File: src/rtl/adc_spi_responder.sv
// MCP3202-style 2-channel SPI ADC emulator (slave side).
// The SPI pins are oversampled in the int_clk domain. Conversion results
// come from the ch0_sample/ch1_sample inputs instead of a real converter.
module adc_spi_responder #(
    parameter int   DATA_W      = 12,
    parameter int   SYNC_STAGES = 2,
    parameter logic DOUT_IDLE   = 1'b0
) (
    input  logic              int_clk,
    input  logic              rst,
    input  logic              cs,
    input  logic              read_clk,
    input  logic              din,
    input  logic [DATA_W-1:0] ch0_sample,
    input  logic [DATA_W-1:0] ch1_sample,
    output logic              dout,
    output logic              busy,
    output logic              channel,
    output logic              frame_done,
    output logic              frame_err
);

    localparam int CW = (DATA_W > 1) ? $clog2(DATA_W) : 1;

    typedef enum logic [2:0] {
        S_IDLE, S_WAIT_START, S_CFG, S_NULL, S_DATA, S_LSBF, S_DONE
    } state_t;

    logic [SYNC_STAGES-1:0] cs_sync_q, rck_sync_q, din_sync_q;
    logic                   cs_prev_q, rck_prev_q;

    state_t              state_q, state_d;
    logic [CW-1:0]       bit_cnt_q, bit_cnt_d;
    logic [DATA_W-1:0]   shift_q, shift_d;
    logic                channel_q, channel_d;
    logic                msbf_q, msbf_d;
    logic                dout_q, dout_d;
    logic                done_q, done_d;
    logic                err_q, err_d;

    logic cs_s, rck_s, din_s;
    logic cs_fall, cs_rise, rck_rise, rck_fall;

    // Pin synchronizers plus one history flop per edge-detected pin.
    // Reset values match an idle bus: cs high, read_clk low.
    always_ff @(posedge int_clk) begin
        if (rst) begin
            cs_sync_q  <= '1;
            rck_sync_q <= '0;
            din_sync_q <= '0;
            cs_prev_q  <= 1'b1;
            rck_prev_q <= 1'b0;
        end else begin
            cs_sync_q  <= {cs_sync_q[SYNC_STAGES-2:0], cs};
            rck_sync_q <= {rck_sync_q[SYNC_STAGES-2:0], read_clk};
            din_sync_q <= {din_sync_q[SYNC_STAGES-2:0], din};
            cs_prev_q  <= cs_s;
            rck_prev_q <= rck_s;
        end
    end

    assign cs_s  = cs_sync_q[SYNC_STAGES-1];
    assign rck_s = rck_sync_q[SYNC_STAGES-1];
    assign din_s = din_sync_q[SYNC_STAGES-1];

    assign cs_fall  = ~cs_s &  cs_prev_q;
    assign cs_rise  =  cs_s & ~cs_prev_q;
    // Clock edges only count while the slave is selected
    assign rck_rise =  rck_s & ~rck_prev_q & ~cs_s;
    assign rck_fall = ~rck_s &  rck_prev_q & ~cs_s;

    // Frame state register and registered outputs
    always_ff @(posedge int_clk) begin
        if (rst) begin
            state_q   <= S_IDLE;
            bit_cnt_q <= '0;
            shift_q   <= '0;
            channel_q <= 1'b0;
            msbf_q    <= 1'b0;
            dout_q    <= DOUT_IDLE;
            done_q    <= 1'b0;
            err_q     <= 1'b0;
        end else begin
            state_q   <= state_d;
            bit_cnt_q <= bit_cnt_d;
            shift_q   <= shift_d;
            channel_q <= channel_d;
            msbf_q    <= msbf_d;
            dout_q    <= dout_d;
            done_q    <= done_d;
            err_q     <= err_d;
        end
    end

    // Next-state logic; a cs rise overrides any read_clk edge
    always_comb begin
        state_d   = state_q;
        bit_cnt_d = bit_cnt_q;
        shift_d   = shift_q;
        channel_d = channel_q;
        msbf_d    = msbf_q;
        dout_d    = dout_q;
        done_d    = 1'b0;
        err_d     = 1'b0;
        if (cs_rise) begin
            state_d = S_IDLE;
            dout_d  = DOUT_IDLE;
            err_d   = (state_q == S_CFG) || (state_q == S_NULL) ||
                      (state_q == S_DATA) || (state_q == S_LSBF);
        end else begin
            case (state_q)
                S_IDLE: begin
                    if (cs_fall) state_d = S_WAIT_START;
                end
                S_WAIT_START: begin
                    // leading zeros before the start bit are skipped
                    if (rck_rise && din_s) begin
                        state_d   = S_CFG;
                        bit_cnt_d = '0;
                    end
                end
                S_CFG: begin
                    // bit 0 = SGL/DIFF (consumed, no effect on returned data),
                    // bit 1 = ODD/SIGN, bit 2 = MSBF
                    if (rck_rise) begin
                        bit_cnt_d = bit_cnt_q + CW'(1);
                        if (bit_cnt_q == CW'(1)) begin
                            channel_d = din_s;
                            shift_d   = din_s ? ch1_sample : ch0_sample;
                        end else if (bit_cnt_q == CW'(2)) begin
                            msbf_d  = din_s;
                            state_d = S_NULL;
                        end
                    end
                end
                S_NULL: begin
                    if (rck_fall) begin
                        dout_d    = 1'b0;
                        state_d   = S_DATA;
                        bit_cnt_d = CW'(DATA_W-1);
                    end
                end
                S_DATA: begin
                    if (rck_fall) begin
                        dout_d = shift_q[bit_cnt_q];
                        if (bit_cnt_q == '0) begin
                            if (msbf_q) begin
                                state_d = S_DONE;
                                done_d  = 1'b1;
                            end else begin
                                state_d   = S_LSBF;
                                bit_cnt_d = CW'(1);
                            end
                        end else begin
                            bit_cnt_d = bit_cnt_q - CW'(1);
                        end
                    end
                end
                S_LSBF: begin
                    // bit 0 was already sent as the last MSB-first bit
                    if (rck_fall) begin
                        dout_d = shift_q[bit_cnt_q];
                        if (bit_cnt_q == CW'(DATA_W-1)) begin
                            state_d = S_DONE;
                            done_d  = 1'b1;
                        end else begin
                            bit_cnt_d = bit_cnt_q + CW'(1);
                        end
                    end
                end
                S_DONE: begin
                    if (rck_fall) dout_d = 1'b0;
                end
                default: state_d = S_IDLE;
            endcase
        end
    end

    assign dout       = dout_q;
    assign busy       = (state_q != S_IDLE);
    assign channel    = channel_q;
    assign frame_done = done_q;
    assign frame_err  = err_q;

endmodule

File: config.mk
export PLATFORM = sky130hd
export DESIGN_NAME = adc_spi_responder
export DESIGN_NICKNAME = d
export VERILOG_FILES = /design/src/rtl/adc_spi_responder.sv
export SDC_FILE = /design/constraint.sdc
export NUM_CORES = 1
export LEC_CHECK = 0
export ABC_AREA = 1
export CORE_ASPECT_RATIO = 0.75
export CORE_MARGIN = 1.5
export CORE_UTILIZATION = 30
export DETAILED_ROUTE_END_ITERATION = 10
export MAX_ROUTING_LAYER = met4
export PLACE_DENSITY = 0.54
export SETUP_SLACK_MARGIN = 0.05
export SLEW_MARGIN = 0
export SYNTH_ARGS = -nofsm -noshare
export SYNTH_HDL_FRONTEND = slang
export SYNTH_SLANG_ARGS = --single-unit
File: constraint.sdc
create_clock -name int_clk -period 4 [get_ports int_clk]
set_input_delay 0.6 -clock int_clk [delete_from_list [all_inputs] [get_ports int_clk]]
set_output_delay 0.6 -clock int_clk [all_outputs]
set_load 0.02 [all_outputs]
==> After elaboration in Yosys (flattened, before gate mapping) <==
Cells that the tools add are included.
{ "totals": {"register_bits": 32} }
{ "op_classes": {"n_addsub": 2, "magnitude_cmp": 1, "n_eq_ne": 23, "muxes": 33, "bitwise_logic": 13, "reduce_logical": 18} }
{ "ops": {"columns": ["cell", "count"], "rows": [
  ["2-to-1 mux 4 bit", 8],
  ["2-to-1 mux 3 bit", 10],
  ["one-hot mux 3 bit (7 select lines)", 1],
  ["one-hot mux 4 bit (5 select lines)", 1],
  ["!= test 2 bit (second input constant)", 8],
  ["2-to-1 mux 12 bit", 1],
  ["AND reduction 11 bit", 1],
  ["!= test 2 x 1 -> 1 bit (second input constant)", 5],
  ["equality test 3 bit (second input constant)", 3],
  ["AND reduction 9 bit", 1],
  ["2-to-1 mux 1 bit", 8],
  ["OR reduction 2 bit", 4],
  ["inverter 1 bit", 7],
  ["bitwise AND 1 bit", 6],
  ["equality test 3 x 2 -> 1 bit (second input constant)", 2],
  ["less-than comparator 4 x 5 -> 1 bit (second input constant)", 1],
  ["AND reduction 5 bit", 1],
  ["nonzero test 5 bit", 1],
  ["adder 4 x 1 -> 4 bit (second input constant)", 1],
  ["binary-select mux 1 bit (select 4 bit)", 1],
  ["equality test 4 x 1 -> 1 bit (second input constant)", 1],
  ["equality test 4 x 2 -> 1 bit (second input constant)", 1],
  ["equality test 4 bit (second input constant)", 1],
  ["zero test 4 bit", 1],
  ["other kinds (12)", 15]
]} }

==> Depth between registers and ports, before layout <==
{ "depth": {"depth_word": 6, "mapped_depth": 12} }

==> Least setup slack after synthesis <==
Ideal clock, no wire load.
{ "synth_timing": {"path_kind": "register to register", "start": "register bit_cnt_q[0]", "end": "register bit_cnt_q[2]", "setup_ns": 0.071, "arrival_ns": 1.550, "required_time_ns": 3.929, "slack_ns": 2.380, "stages_incl_launch_ff": 12, "path_buffers": 2, "synth_period_minus_slack_ns": 1.620, "path_cell_list": "dfxtp_1 > buf_2 > inv_1 > buf_2 > ha_1 > nand2_1 > nor2_1 > nand2_1 > nand3_2 > nor2_4 > nand2_1 > a21oi_1"} }
{ "synth_via": {"elab_chain_cells": 4, "word_cells_on_any_way": 13} }
{ "synth_lines": {"columns": ["element", "line", "rtl"], "rows": [
  ["start, declared", "33", "logic [CW-1:0] bit_cnt_q, bit_cnt_d;"],
  ["start signal, assigned", "85", "bit_cnt_q <= bit_cnt_d;"],
  ["adder 4 x 1 -> 4 bit, or another cell as far along", "126, 167", null],
  ["2-to-1 mux 4 bit (on tied branches)", "163, 146", null],
  ["2-to-1 mux 4 bit (on tied branches)", "161, 144", null],
  ["one-hot mux 4 bit (5 select lines)", "111", "case (state_q)"]
]} }
Several ways; a longest one is shown, not always the timed one. The select of a mux whose other input is x is not followed.
A chain may end at the register's enable or synchronous reset.

==> Final worst setup path <==
{ "layout_timing": {"start": "register state_q[2]", "end": "output busy"} }
{ "layout_via": {"elab_chain_cells": 1} }
{ "layout_lines": {"columns": ["element", "line", "rtl"], "rows": [
  ["start, declared", "32", "state_t state_q, state_d;"],
  ["start signal, assigned", "84", "state_q <= state_d;"],
  ["nonzero test 3 bit", "180", "assign busy = (state_q != S_IDLE);"],
  ["end, declared", "17", "output logic busy,"]
]} }
Every way passes these cells.

==> impl_metrics.toml <==
[critical_path]
critical_path_class = "flop to output pin"
path_max_fanout = 8
cpPeakStageDelay_ps = 550
critPathRequiredTime_ps = 3400
slowest_stage = "clkdlybuf4s50_1"
critPathBufInv = 2
crit_chain = "nor3_1 > inv_1 > clkdlybuf4s50_1"
cp-end-kind = "output pin"
crit_arrival_ps = 1670
cp_top_family = "buffers and inverters"
cp-start-kind = "flop"

[detailed_routing]
num_vias = 1700
drc = 0
drtPass1Iterations = 4
antenna_left = 0
totalWireLength_um = 4210
drtIter0Drc = 119
wl_per_cell_um = 11.6
via_per_inst = 4.67

[synthesis]
synth_cell_types = 33
synth_most_common_cell = "nand2_1"
syn_avg_cell_area_um2 = 7.29
synth_common_cells = "nand2_1, dfxtp_1, nor2_1, inv_1, nand3_1"
synth_edf_count = 0
syn_nets = 290
async_reset_ff_frac = 0
syn_area_um2 = 1870
ys_warn_count = 0
yosysTopAreaCell = "dfxtp_1"
ys_seq_area_frac = 0.343
ys_ff_latch = 32
synthFlopType = "dfxtp_1"
synth.area.top_cells = "dfxtp_1, nand2_1, mux2i_1"
netlist.area_leader.share = 0.343
syn_inst = 256

[pwr]
cellLeakagePower_nw = 0.952
ir_drop_v = 0.000179
power_density_nw_per_um2 = 482

[clock_network]
clockBufferDepth = 2
clk_latency_ps = 290
clock-sinks = 32
postCtsSetupBuffers = 0
hold_buffers = 0
cts.htree.levels = 2
cts_tree = "done"
cts.reportedPaths.clkPinSlew_ps = 70
ctsRootBufferMaster = "clkbuf_8"
cts_buffers = 5
ctsResizeCount = 0

[floorplanning]
die_h_um = 71.3
io_pins = 34
coreArea_um2 = 5920
dieArea_um2 = 6710
rows = 24
die_w_um = 94.1
initial_core_util = 0.315

[job]
cap_viol_max_count = 0

[min_path]
holdCritPathClass = "flop to flop"

[placement]
post-place-ws_ps = 1860
gp_congestion = 0.872
portBuffers = 33
dp.cells = 356
dp_hpwl_um = 3160

[global_routing]
grt_usage = 0.148
grt_pass1_wl_um = 7450
grt_pass1_vias = 1513
antenna_found_initial = 0
grt_max_degree = 26
grt_remaining_overflow = 0

[finish]
area_growth_syn_to_layout_pct = 24.5
instances_no_fill = 364
final_util = 0.393
final_nets = 319
diodes = 0
drive_gt1_frac = 0.147

[sta]
finalMaxSlewViolations = 0
final_hold_viol_count = 0
finalClockSkew_ps = 3.19
min_period_ps = 2270
finalCritPeriodShare = 0.567
rsz0062_at_grt = "no"
tns_ps = 0
tightestPinTransition_ps = 828
relSlewSlack = 0.448
setup_violations = 0
setup_ws_ps = 1730
max_freq_mhz = 441

[status]
status = "completed"
cells by family after synthesis:
logic type               share of synthesized area
XOR/XNOR                                   0.00470
multiplexers                                0.0644
flip-flops                                   0.343
AO/OA/AOI/OAI                                0.146
adder cells (fa/ha/maj)                     0.0335
buffers and inverters                       0.0979
AND/OR/NAND/NOR                              0.311
cell usage in the layout, fill, tap and decap left out, types with 2 or more instances in the layout:
master | netlist | layout
a21oi_1 | 12 | 12
a21oi_2 | 7 | 7
clkbuf_8 | 0 | 6
clkdlybuf4s50_1 | 0 | 33
dfxtp_1 | 32 | 32
ha_1 | 5 | 5
inv_1 | 24 | 24
inv_2 | 6 | 6
mux2i_1 | 12 | 12
nand2_1 | 42 | 42
nand2_2 | 6 | 6
nand3_1 | 23 | 23
nand3_2 | 5 | 5
nand4_1 | 4 | 4
nor2_1 | 25 | 25
nor2_2 | 3 | 3
nor2_4 | 3 | 3
nor3_1 | 2 | 2
o211ai_1 | 2 | 2
o21ai_0 | 16 | 16
o21ai_1 | 6 | 6
or2_2 | 2 | 2
state kept, by name (all words and copies together) (netlist names), 2 cells and up:
name	cells
state_q	3
din_sync_q	2
shift_q	12
rck_sync_q	2
bit_cnt_q	4
cs_sync_q	2
power breakdown:
group	switching (mW)	internal [mW]	total, mW
combinational	0.293	0.178	0.471
sequential	0.0440	0.340	0.384
clock	0.124	0.140	0.264
area by class of cell:
cell class              instances  area (um2)
well taps                      78        97.6
flip-flops and latches         32         641
multi-input cells             182        1040
repair buffers                 33         330
fillers                       620        3590
inverters                      31         118
clock buffers                   7        86.3
clock inverters                 1        7.51
worst register-to-register path: cells and delay by family, from the launching register on:
kind	cells	cell delay, ps
adders and majority gates	1	310
and+or+nand+nor	6	630
AOI/OAI and AO/OA	1	140
DFF	1	580
buffers and inverters	1	320
routing by layer:
layer	routed length [um]	global-route usage
met1	2320	0.221
met5	0	-
met2	1640	0.189
met3	189	0.0361
met4	59	0.0547
worst paths after layout:
kind	cells after the start	slack, ps	start	end
worst min register to register	2	400	din_sync_q[0]	din_sync_q[1]
worst max register to register	9	1960	bit_cnt_q[0]	bit_cnt_q[1]
worst min-delay path	2	400	din_sync_q[0]	din_sync_q[1]
worst max-delay path	3	1730	state_q[2]	busy
stage by stage:
step	power, mW	instance area [um2]	hold WS (ps)
finish	1.12	2320	404
global route	1.22	2320	435
CTS	1.13	2320	406
detailed placement	0.859	2230	396
global placement	0.861	2230	390
floorplan	0.745	1870	388
(Power assumes the default switching activity.)
